==> config.mk <==
export PLATFORM = sky130hd
export DESIGN_NAME = team_06_fx_sequencer
export DESIGN_NICKNAME = d
export VERILOG_FILES = /design/src/rtl/team_06_fx_pkg.sv /design/src/rtl/team_06_fx_watchdog.sv /design/src/rtl/team_06_fx_sequencer.sv
export SDC_FILE = /design/constraint.sdc
export NUM_CORES = 1
export LEC_CHECK = 0
export CAP_MARGIN = 10
export CORE_UTILIZATION = 35
export CTS_BUF_LIST = sky130_fd_sc_hd__clkbuf_8
export CTS_CLUSTER_DIAMETER = 50
export DETAILED_ROUTE_END_ITERATION = 12
export PLACE_DENSITY = 0.69
export SYNTH_ARGS = -nofsm -noshare
export SYNTH_HDL_FRONTEND = slang
export SYNTH_HIERARCHICAL = 1
export SYNTH_SLANG_ARGS = --single-unit
==> constraint.sdc <==
create_clock -name clkdiv -period 1.9 [get_ports clkdiv]
set_input_delay 0.19 -clock clkdiv [delete_from_list [all_inputs] [get_ports clkdiv]]
set_output_delay 0.19 -clock clkdiv [all_outputs]
set_load 0.01 [all_outputs]
==> src/rtl/team_06_fx_pkg.sv <==
// Shared types and constants for the team_06 effects sequencer.
package team_06_fx_pkg;

    localparam int SAMPLE_W_DEF = 8;
    localparam int NUM_FX_DEF   = 4;
    localparam int TIMEOUT_DEF  = 15;

    typedef enum logic [1:0] {
        IDLE,
        SCAN,
        ISSUE,
        WAIT
    } fx_state_e;

    // Slot index must reach NUM_FX itself (the "all slots done" marker).
    function automatic int slot_idx_w(input int n);
        return (n < 1) ? 1 : $clog2(n + 1);
    endfunction

endpackage

==> src/rtl/team_06_fx_watchdog.sv <==
// Per-slot timeout counter: cleared at each start, counts WAIT cycles.
module team_06_fx_watchdog #(
    parameter int TIMEOUT = 15,
    parameter int CNT_W   = $clog2(TIMEOUT + 1)
) (
    input  logic             clkdiv,
    input  logic             rst_n,
    input  logic             clr,
    input  logic             load,
    input  logic [CNT_W-1:0] load_val,
    input  logic             en,
    output logic             expired
);

    logic [CNT_W-1:0] cnt_q;
    logic [CNT_W-1:0] cnt_d;

    // Next count: clear has priority over load, load over increment.
    always_comb begin
        cnt_d = cnt_q;
        if (clr) begin
            cnt_d = '0;
        end else if (load) begin
            cnt_d = load_val;
        end else if (en) begin
            cnt_d = cnt_q + CNT_W'(1);
        end
    end

    // Counter register.
    always_ff @(posedge clkdiv or negedge rst_n) begin
        if (!rst_n) begin
            cnt_q <= '0;
        end else begin
            cnt_q <= cnt_d;
        end
    end

    assign expired = (cnt_q == CNT_W'(TIMEOUT - 1));

endmodule

==> src/rtl/team_06_fx_sequencer.sv <==
// Hands each captured sample through the enabled effect slots in order.
module team_06_fx_sequencer
    import team_06_fx_pkg::*;
#(
    parameter int NUM_FX   = NUM_FX_DEF,
    parameter int SAMPLE_W = SAMPLE_W_DEF,
    parameter int TIMEOUT  = TIMEOUT_DEF
) (
    input  logic                         clkdiv,
    input  logic                         rst_n,
    input  logic                         en,
    input  logic [SAMPLE_W-1:0]          sample_in,
    input  logic                         sample_valid,
    input  logic [NUM_FX-1:0]            fx_en_mask,
    output logic [NUM_FX-1:0]            fx_start,
    output logic [SAMPLE_W-1:0]          fx_data_out,
    input  logic [NUM_FX*SAMPLE_W-1:0]   fx_data_in,
    input  logic [NUM_FX-1:0]            fx_done,
    input  logic                         err_clr,
    output logic [SAMPLE_W-1:0]          audio_out,
    output logic                         out_valid,
    output logic                         busy,
    output logic                         overrun,
    output logic                         timeout_err
);

    localparam int SLOT_W = slot_idx_w(NUM_FX);
    localparam int TMR_W  = $clog2(TIMEOUT + 1);
    localparam logic [SLOT_W-1:0] SLOT_END = SLOT_W'(NUM_FX);

    fx_state_e           state_q, state_d;
    logic [SLOT_W-1:0]   slot_q, slot_d;
    logic [SAMPLE_W-1:0] acc_q, acc_d;
    logic [NUM_FX-1:0]   mask_q, mask_d;
    logic [SAMPLE_W-1:0] audio_q, audio_d;
    logic                out_valid_q, out_valid_d;
    logic                overrun_q, overrun_d;
    logic                timeout_q, timeout_d;

    logic                cur_en;
    logic                cur_done;
    logic [SAMPLE_W-1:0] cur_data;
    logic [NUM_FX-1:0]   slot_onehot;
    logic                tmr_expired;
    logic                timeout_set;

    // Select the current slot's mask bit, done, result and one-hot code.
    always_comb begin
        cur_en      = 1'b0;
        cur_done    = 1'b0;
        cur_data    = '0;
        slot_onehot = '0;
        for (int k = 0; k < NUM_FX; k++) begin
            if (slot_q == SLOT_W'(k)) begin
                cur_en         = mask_q[k];
                cur_done       = fx_done[k];
                cur_data       = fx_data_in[k*SAMPLE_W +: SAMPLE_W];
                slot_onehot[k] = 1'b1;
            end
        end
    end

    // Timer runs only while waiting on a slot that has not answered yet.
    team_06_fx_watchdog #(
        .TIMEOUT (TIMEOUT),
        .CNT_W   (TMR_W)
    ) u_watchdog (
        .clkdiv   (clkdiv),
        .rst_n    (rst_n),
        .clr      (state_q == ISSUE),
        .load     (1'b0),
        .load_val ('0),
        .en       ((state_q == WAIT) && !cur_done && !tmr_expired),
        .expired  (tmr_expired)
    );

    // FSM next-state, accumulator, snapshot and sticky flag logic.
    always_comb begin
        state_d     = state_q;
        slot_d      = slot_q;
        acc_d       = acc_q;
        mask_d      = mask_q;
        audio_d     = audio_q;
        out_valid_d = 1'b0;
        timeout_set = 1'b0;
        case (state_q)
            IDLE: begin
                if (sample_valid) begin
                    acc_d   = sample_in;
                    mask_d  = fx_en_mask & {NUM_FX{en}};
                    slot_d  = '0;
                    state_d = SCAN;
                end
            end
            SCAN: begin
                if (slot_q == SLOT_END) begin
                    audio_d     = acc_q;
                    out_valid_d = 1'b1;
                    state_d     = IDLE;
                end else if (cur_en) begin
                    state_d = ISSUE;
                end else begin
                    slot_d = slot_q + SLOT_W'(1);
                end
            end
            ISSUE: begin
                state_d = WAIT;
            end
            WAIT: begin
                if (cur_done) begin
                    acc_d   = cur_data;
                    slot_d  = slot_q + SLOT_W'(1);
                    state_d = SCAN;
                end else if (tmr_expired) begin
                    timeout_set = 1'b1;
                    slot_d      = slot_q + SLOT_W'(1);
                    state_d     = SCAN;
                end
            end
            default: begin
                state_d = IDLE;
            end
        endcase
        overrun_d = (sample_valid && (state_q != IDLE)) || (overrun_q && !err_clr);
        timeout_d = timeout_set || (timeout_q && !err_clr);
    end

    // All sequencer state registers.
    always_ff @(posedge clkdiv or negedge rst_n) begin
        if (!rst_n) begin
            state_q     <= IDLE;
            slot_q      <= '0;
            acc_q       <= '0;
            mask_q      <= '0;
            audio_q     <= '0;
            out_valid_q <= 1'b0;
            overrun_q   <= 1'b0;
            timeout_q   <= 1'b0;
        end else begin
            state_q     <= state_d;
            slot_q      <= slot_d;
            acc_q       <= acc_d;
            mask_q      <= mask_d;
            audio_q     <= audio_d;
            out_valid_q <= out_valid_d;
            overrun_q   <= overrun_d;
            timeout_q   <= timeout_d;
        end
    end

    assign fx_start    = (state_q == ISSUE) ? slot_onehot : '0;
    assign fx_data_out = acc_q;
    assign audio_out   = audio_q;
    assign out_valid   = out_valid_q;
    assign busy        = (state_q != IDLE);
    assign overrun     = overrun_q;
    assign timeout_err = timeout_q;

endmodule

==> metrics.txt <==
total CTS buffers 5; Crit. End Element flip-flop; FP Rows 27; die width 77.9 µm; Post-Synthesis Cells 210; min-delay worst type in2async; initial antenna violation count 0; DRC viols 0; top-area cell type share of the netlist area 39.7%; top cells by area, synth dfrtp_1, mux2_2, ha_1; number of synthesized flops with an enable pin 0; 1st-iter DRT viols 63; maximum operating frequency 0.475 GHz; worst hold slack 0.301 ns; Cell Area, Synth 0.00202 mm²; peak supply drop 0.739 mV; fin crit share 111%; Final Setup Violations 16; Reg power frac 23.0%; Starting Density 36.4%; Synth Flop Type dfrtp_1; Finished Core Util 61.4%; H-tree depth 2; layout cells sized above 1 26.3%; worst setup margin -0.203 ns; Synth Area in Compound Gates 19.3%; Total Die Area 0.00607 mm²; Synth area leader dfrtp_1; hold buffers post-CTS 0; register area share after synthesis 39.7%; Simple-Gate Fraction of Synth Area 15.2%; Slew Limit Fails 0; Arrival @ worst endpoint 2.27 ns; Net Sw Frac 36.6%; GRT met1 Usage 24.6%; status finished, violations left; Power Total 0.00515 W; GRT overflow 0; RSZ-0062 raised after global routing true; All-Layer GR Usage 19.1%; Leak Pwr 1.48 nW; # diodes 0; count of different cell masters after synthesis 36; NumNets Final 383; CTS sink count 32; first-pass detailed-route iteration total 4; Root Buffer clkbuf_8; Post-Synth XOR/XNOR Area 1.30%; largest net degree at the start of global routing 33; CP max FO 5; power share of the combinational group 63.1%; number of synthesized register bits 32; net switching power 0.00188 W; clock share of power 13.9%; via count 1873; Fin. Hold Viols 0; crit path launch type flip-flop; Avg Cell Area, Syn 9.60 µm²; post-synthesis async set-or-reset flop share 100%; vias per cell 4.79; antenna-violating nets left 0; CTS tree built; CP Data Required Time 2.07 ns; global routing met2 resource utilization 32.4%; met3 Track Usage GR 2.59%; fin crit period 2.10 ns; port bufs 76; MaxCap Viol Count 0; violated checks setup timing; Final GP Congestion 0.812; synth warn 6; Die Height 77.9 µm; pre-CTS WS -0.377 ns; largest family of logic cells by synthesized area compound AO/OA/AOI/OAI gates; largest buffer count on any clock path 2; P per Cell Area 1510 mW/mm²; busiest metal layer after global routing met2; drt total wl 5640 µm; Setup Skew 0.00759 ns; Detail Placement HPWL 4330 µm; io pins 77; multiplexer share of the synthesized area 12.0%; Synth Area in Adders 7.44%; first-pass GRT wire length 8780 µm; internal power 0.00327 W; vias in the first global route 1785; critical path type reg2reg; clock transition at the registers of the reported paths 0.07 ns; Core ar. 0.00554 mm²; Wirelength per Cell 14.4 µm; Clk Latency, worst-skew pair 0.28 ns; P&R area growth vs syn 68.7%
==> worst max-delay path: stages (launching register included) <==
cell	delay, ns
dfrtp_2	0.42
inv_4	0.07
ha_4	0.16
buf_4	0.16
a21oi_1	0.14
o21ai_1	0.10
a32o_2	0.29
a211oi_4	0.32
mux2_4	0.32
==> what timing repair did <==
| item | in CTS | in global routing |
|---|---|---|
| endpoints found under the setup margin | 21 | 20 |
| pin swaps | 4 | 3 |
| resized for setup | 24 | 22 |
| setup buffers | 5 | 1 |
==> power groups by stage <==
stage,Combinational (W),Clock (W),Sequential [W]
global route,0.00353,0.000757,0.00123
global placement,0.00270,0,0.00117
finish,0.00325,0.000715,0.00119
CTS,0.00300,0.000731,0.00118
floorplan,0.00158,0,0.00124
detailed placement,0.00275,0,0.00119
==> synth_stat cells (all sizes together), types with 9 or more instances <==
master	count
inv	13
nor2	14
a21oi	21
dfrtp	32
o21ai	16
nand2	23
mux2	18
a32oi	9
ha	12
nand2b	9
==> layout by cell type (no fill, tap or decap), drive strengths merged, types with 4 or more instances in the layout <==
master	Yosys	final
clkdlybuf4s50	0	72
a32oi	9	9
buf	5	31
o21ai	16	16
dfrtp	32	32
ha	12	12
inv	13	13
and2	4	4
a21oi	21	21
mux2	18	18
nor2b	5	5
mux2i	4	4
nand2b	9	9
nor2	14	14
conb	1	5
clkbuf	5	7
nand2	23	23
==> worst paths after layout <==
kind | startpoint | end | slack [ns] | cells after the start
worst min register to register | mask_q[2] | mask_q[2] | 0.50 | 2
worst max register to register | slot_q[1] | slot_q[2] | -0.20 | 8
max in group asynchronous | rst_n | slot_q[0] | 1.27 | 2
worst max-delay path | slot_q[1] | slot_q[2] | -0.20 | 8
min in group clkdiv | fx_en_mask[0] | mask_q[0] | 0.46 | 3
worst min-delay path | rst_n | audio_out[1] | 0.30 | 2
==> layer usage <==
layer / up-vias / share of wire, %
met2: 41 / 50
met4: 0 / 1.8
met1: 883 / 45
li1: 941 / -
met3: 8 / 3.5
met5: - / 0
==> logic make-up (layout without fill, tap and decap cells) <==
family,count (synthesis),after routing
AOI/OAI and AO/OA,55,55
adders and majority gates,12,12
and+or+nand+nor,62,62
other,1,5
buffers and inverters,23,128
DFF,32,32
muxes,22,22
xor gates and xnor gates,3,3
==> through the flow <==
step	area [µm²]	TNS, ns	std cells
after CTS	3290	-2.73	390
after global placement	3050	-3.01	377
after detailed placement	3050	-4.83	377
after floorplan	2060	-1.32	214
final	3400	-2.45	391
after global routing	3400	-4.56	391
==> registers in the layout, indices dropped and copies added, names as in the netlist <==
name              count
state_q               2
u_watchdog/cnt_q      4
audio_out             8
out_valid             1
mask_q                4
fx_data_out           8
slot_q                3
timeout_err           1
overrun               1
==> final cells by class <==
cell class                 count  area, µm²
clock buffer                   7       96.3
clock inverter                 1       30.0
fill                         471       2140
inverter                      13       53.8
multi-input combinational    159       1290
sequential                    32        803
tap                           72       90.1
timing repair buffer         107       1040
Note: power is estimated with default switching activity, not from simulation.
